## src/rtl/seq_det_ctrl.sv

```systemverilog
// Serial pattern detector: programmable pattern/length, optional overlapping
// matches, and a match-count target that ends a run.
module seq_det_ctrl #(
    parameter int MAXLEN = 8,
    parameter int CNTW   = 8
) (
    input  logic              clk,
    input  logic              rst,
    input  logic              cfg_we,
    input  logic [MAXLEN-1:0] cfg_pattern,
    input  logic [3:0]        cfg_len,
    input  logic              cfg_overlap,
    input  logic [CNTW-1:0]   cfg_target,
    input  logic              start,
    input  logic              stop,
    input  logic              x,
    input  logic              x_vld,
    output logic              match,
    output logic [CNTW-1:0]   match_cnt,
    output logic              busy,
    output logic              done
);

    typedef enum logic {IDLE, RUN} state_t;

    state_t              r_state, w_state_nxt;
    logic [MAXLEN-1:0]   r_pattern, w_pattern_nxt;
    logic [3:0]          r_len, w_len_nxt;
    logic                r_overlap, w_overlap_nxt;
    logic [CNTW-1:0]     r_target, w_target_nxt;
    logic [MAXLEN-1:0]   r_hist, w_hist_nxt;
    logic [3:0]          r_fill, w_fill_nxt;
    logic [CNTW-1:0]     r_cnt, w_cnt_nxt;
    logic                r_match, w_match_nxt;
    logic                r_done, w_done_nxt;

    logic [MAXLEN-1:0]   w_mask;
    logic [MAXLEN-1:0]   w_hist_upd;
    logic [3:0]          w_fill_upd;
    logic [CNTW-1:0]     w_cnt_inc;
    logic                w_cfg_ok;
    logic                w_hit;

    // Only the low r_len bits of history and pattern take part in the compare.
    always_comb begin
        w_mask = '0;
        for (int i = 0; i < MAXLEN; i++)
            w_mask[i] = (i < int'(r_len));
    end

    assign w_cfg_ok   = (cfg_len != 4'd0) && (int'(cfg_len) <= MAXLEN);
    assign w_hist_upd = (r_hist << 1) | MAXLEN'(x);
    assign w_fill_upd = (r_fill < r_len) ? r_fill + 4'd1 : r_fill;
    assign w_cnt_inc  = (&r_cnt) ? r_cnt : r_cnt + CNTW'(1);
    assign w_hit      = (w_fill_upd >= r_len) &&
                        ((w_hist_upd & w_mask) == (r_pattern & w_mask));

    always_comb begin
        w_state_nxt   = r_state;
        w_pattern_nxt = r_pattern;
        w_len_nxt     = r_len;
        w_overlap_nxt = r_overlap;
        w_target_nxt  = r_target;
        w_hist_nxt    = r_hist;
        w_fill_nxt    = r_fill;
        w_cnt_nxt     = r_cnt;
        w_match_nxt   = 1'b0;
        w_done_nxt    = 1'b0;
        case (r_state)
            IDLE: begin
                if (cfg_we && w_cfg_ok) begin
                    w_pattern_nxt = cfg_pattern;
                    w_len_nxt     = cfg_len;
                    w_overlap_nxt = cfg_overlap;
                    w_target_nxt  = cfg_target;
                end
                if (start && !stop) begin
                    w_state_nxt = RUN;
                    w_cnt_nxt   = '0;
                    w_hist_nxt  = '0;
                    w_fill_nxt  = '0;
                end
            end
            RUN: begin
                if (stop) begin
                    w_state_nxt = IDLE;
                end else if (x_vld) begin
                    w_hist_nxt = w_hist_upd;
                    w_fill_nxt = w_fill_upd;
                    if (w_hit) begin
                        w_match_nxt = 1'b1;
                        w_cnt_nxt   = w_cnt_inc;
                        // Without overlap the next match must be built from fresh bits.
                        if (!r_overlap)
                            w_fill_nxt = '0;
                        if ((r_target != '0) && (w_cnt_inc == r_target)) begin
                            w_done_nxt  = 1'b1;
                            w_state_nxt = IDLE;
                        end
                    end
                end
            end
            default: w_state_nxt = IDLE;
        endcase
    end

    always_ff @(posedge clk) begin
        if (rst) begin
            r_state   <= IDLE;
            r_pattern <= '0;
            r_len     <= 4'd1;
            r_overlap <= 1'b0;
            r_target  <= '0;
            r_hist    <= '0;
            r_fill    <= '0;
            r_cnt     <= '0;
            r_match   <= 1'b0;
            r_done    <= 1'b0;
        end else begin
            r_state   <= w_state_nxt;
            r_pattern <= w_pattern_nxt;
            r_len     <= w_len_nxt;
            r_overlap <= w_overlap_nxt;
            r_target  <= w_target_nxt;
            r_hist    <= w_hist_nxt;
            r_fill    <= w_fill_nxt;
            r_cnt     <= w_cnt_nxt;
            r_match   <= w_match_nxt;
            r_done    <= w_done_nxt;
        end
    end

    assign match     = r_match;
    assign done      = r_done;
    assign match_cnt = r_cnt;
    assign busy      = (r_state == RUN);

endmodule

```

## config.mk

```make
export PLATFORM = sky130hd
export DESIGN_NAME = seq_det_ctrl
export DESIGN_NICKNAME = d
export VERILOG_FILES = /design/src/rtl/seq_det_ctrl.sv
export SDC_FILE = /design/constraint.sdc
export NUM_CORES = 1
export LEC_CHECK = 0
export BUFFER_PORTS_ARGS = -buffer_cell sky130_fd_sc_hd__buf_2
export CAP_MARGIN = 20
export CORE_MARGIN = 10
export CORE_UTILIZATION = 51
export CTS_CLUSTER_DIAMETER = 100
export CTS_CLUSTER_SIZE = 8
export DETAILED_ROUTE_END_ITERATION = 10
export PLACE_DENSITY = 0.82
export SETUP_SLACK_MARGIN = 0.05
export SYNTH_ARGS = -nofsm -noshare
export SYNTH_HDL_FRONTEND = slang
export SYNTH_SLANG_ARGS = --single-unit
```

## constraint.sdc

```tcl
create_clock -name clk -period 3.25 [get_ports clk]
set_clock_uncertainty 0.15 [all_clocks]
set_input_delay 0.65 -clock clk [delete_from_list [all_inputs] [get_ports clk]]
set_output_delay 0.65 -clock clk [all_outputs]
set_load 0.005 [all_outputs]
```

==> metrics <==
status finished, final reports clean; HPWL Detailed approximately 4.6 mm; post-synthesis sequential area ratio 0.352; Synth Register Bits 43; setup violators final 0; Nets 365; family with the most delay on the worst path compound AO/OA/AOI/OAI gates; DIE WIDTH 89.2 um; clock sink count between 40 and 50; final wirelength ~6.6 mm; asr flop ratio synth 0; MaxCap Viol Count 0; GPL Wtd Cong 0.915; Detail Route Antenna Nets 0; GRT Util Overall 0.166; port bufs 38; vias after detailed routing 2,399; Synth Area in Compound Gates 0.182; DRC viols 0; Internal Pwr Total 790 uW; Netlist Area Pre-Place ~2400 um^2; min Tclk post-route 3.13 ns; CTS Buf Count 5; share of cells above drive strength 1 0.237; Vias/cell roughly 6.3; WP data required approximately 3.3 ns; CTS root buf clkbuf_8; Top Ports 39; simple-gate share of the synthesized area 0.243; switch share 0.292; ys flop type dfxtp_1; fraction of synthesized area in multiplexers 0.0860; DR WL/cell 17.3 um; P_sw around 330 uW; clock latency at the later pin of the worst-skew pair 0.30 ns; H-tree levels 2; CTS tree yes; Leakage 0.00119 uW; worst min path class flip-flop to flip-flop; Ys Warns 0; Max Transition Viols Final 0; Netlist cell types 51; Final period util 0.962; Slew HR 0.539; Worst Path Arrival 3.18 ns; hold_ws 0.375 ns; worst path cell trace ha_4 > a21oi_2 > buf_4 > o21ai_4 > xor2_2 > ha_1 > nand2b_1 > a2111oi_4 > nor3_2 > o211ai_2 > nor2_1 > buf_4 > a311oi_1; ANT cells 0; WP buf/inv 2; crit end category flip-flop; Avg Cell Area, Syn 8.51 um^2; DIE AREA between 7000 and 8000 um^2; fin util 0.624; VDD IR-drop max 0.323 mV; syn nets 324; initial antenna violation count 0; vias in the first global route 2,290; XOR/XNOR share of the synthesized area 0.0573; Comb power frac 0.181; most frequent cells in the layout nor2_1 (44), dfxtp_1 (41), buf_2 (38); clock share of power 0.318; pin count of the biggest net entering global routing 38; final hold vios 0; Gate Count Post-Synth 287; Tightest Pin Transition 0.690 ns; CORE AREA 4690 um^2; CP Max Fanout 6; Seq pwr share 0.500; Power, Total 1120 uW; drt first pass iters 4; total grt overflow 0; Die Height 89.2 um; biggest cell delay along the critical path 0.44 ns; fmax 320 MHz; leading cell type in the layout, fill and taps excluded nor2_1; hold_buf cts 0; initial core utilization 0.521; cell mode on critical path buf_4; layout overhead on the synthesized area 19.8%; pwr/cell area 381 nW/um^2; Worst-path clk slew approximately 0.09 ns; Clock Path Buffers 2; # rows 25; DRT iter0 DRCs 187; critical path class flip-flop to flip-flop; first-pass GRT wire length 10.6 mm; critical path's slowest cell dfxtp_1; number of flops mapped to enable cells by yosys 0; Cell Area, Placed 2710 um^2; largest family of logic cells by synthesized area simple AND/OR/NAND/NOR gates; Setup crit start kind flip-flop; Synth Area in Adders 0.0461; design area 2930 um^2
## synth_stat cells (all sizes together) (2+ instances only)
library cell / n / area, um^2
nor2: 44 / 165
dfxtp: 43 / 861
mux2i: 21 / 210
nand2: 17 / 63.8
clkbuf: 13 / 48.8
a21oi: 11 / 55.1
ha: 9 / 113
nand3: 9 / 45.0
o211ai: 9 / 72.6
xor2: 9 / 78.8
a22oi: 7 / 52.6
xnor2: 7 / 61.3
inv: 6 / 22.5
a31oi: 5 / 31.3
and2: 5 / 31.3
o21ai: 5 / 25.0
o22ai: 5 / 31.3
a311oi: 4 / 41.3
and3: 4 / 25.0
nand4: 4 / 25.0
nor2b: 4 / 25.0
nor3: 4 / 20.0
nor3b: 4 / 30.0
nor4: 4 / 25.0
a211oi: 3 / 22.5
and4: 3 / 26.3
nand2b: 3 / 18.8
a2111oi: 2 / 23.8
and3b: 2 / 17.5
buf: 2 / 11.3
nand3b: 2 / 15.0
o21a: 2 / 16.3
or2: 2 / 12.5
## cell type report
type,instances,area (um^2)
tap,54,67.6
inverter,6,22.5
fill,400,1770
multi-input combinational,223,1610
timing repair buffer,49,273
clock buffer,5,68.8
sequential,43,863
clock inverter,3,23.8
## timing repair
| item | 4_1_cts | 5_1_grt |
|---|---|---|
| setup buffers | 1 | 2 |
| gates cloned | 0 | 0 |
| hold endpoints to repair | 0 | 0 |
| pin swaps | 0 | 7 |
| gates resized for setup | 5 | 15 |
| setup endpoints to repair | 12 | 15 |
## power groups by stage
stage / logic [uW] / registers (uW) / clock network, uW
floorplan: 120 / 568 / 0
finish: 203 / 559 / 355
global route: 223 / 561 / 378
detailed placement: 169 / 571 / 0
CTS: 177 / 558 / 361
global placement: 164 / 569 / 0
## registers in the layout, summed over array words and instances (netlist names)
name,cells
done,1
r_len,4
r_hist,7
r_pattern,8
r_target,8
match_cnt,8
r_fill,4
match,1
r_overlap,1
busy,1
## stage by stage
| stage | TNS (ns) | std cells | worst slack (ns) |
|---|---|---|---|
| after detailed placement | -0.305 | 372 | -0.0881 |
| after CTS | 0 | 381 | 0.0742 |
| after floorplan | 0 | 287 | 0.0950 |
| after global placement | 0 | 372 | 0.0815 |
| after global routing | -0.0269 | 383 | -0.0227 |
| final | 0 | 383 | 0.125 |
## worst min-delay path: stages (launching register included)
cell	delay (ns)
dfxtp_1	0.37
nand2_1	0.07
nand2_1	0.05
## final timing paths
kind	from	endpoint	slack (ns)	cells past startpoint
max	r_fill[3]$_SDFFE_PP0P_	match_cnt[6]$_SDFFE_PP0P_	0.12	13
min	r_fill[2]$_SDFFE_PP0P_	r_fill[2]$_SDFFE_PP0P_	0.37	2
max reg2reg	r_fill[3]$_SDFFE_PP0P_	match_cnt[6]$_SDFFE_PP0P_	0.12	13
min reg2reg	r_fill[2]$_SDFFE_PP0P_	r_fill[2]$_SDFFE_PP0P_	0.37	2
## routing by layer
metal	GRT usage	up-vias	part of all wire
met5	0	-	0
met4	0.0535	0	0.020
met3	0.0428	15	0.084
met2	0.265	125	0.48
met1	0.212	1122	0.42
li1	-	1137	-
## logic make-up (layout without fill, tap and decap cells)
logic type | Yosys count | in the layout
AND/OR/NAND/NOR | 116 | 116
AO/OA/AOI/OAI | 61 | 61
flip-flops | 43 | 43
multiplexers | 21 | 21
buffers and inverters | 21 | 63
XOR/XNOR | 16 | 16
adder cells (fa/ha/maj) | 9 | 9
Power figures use the tool's default switching activity.
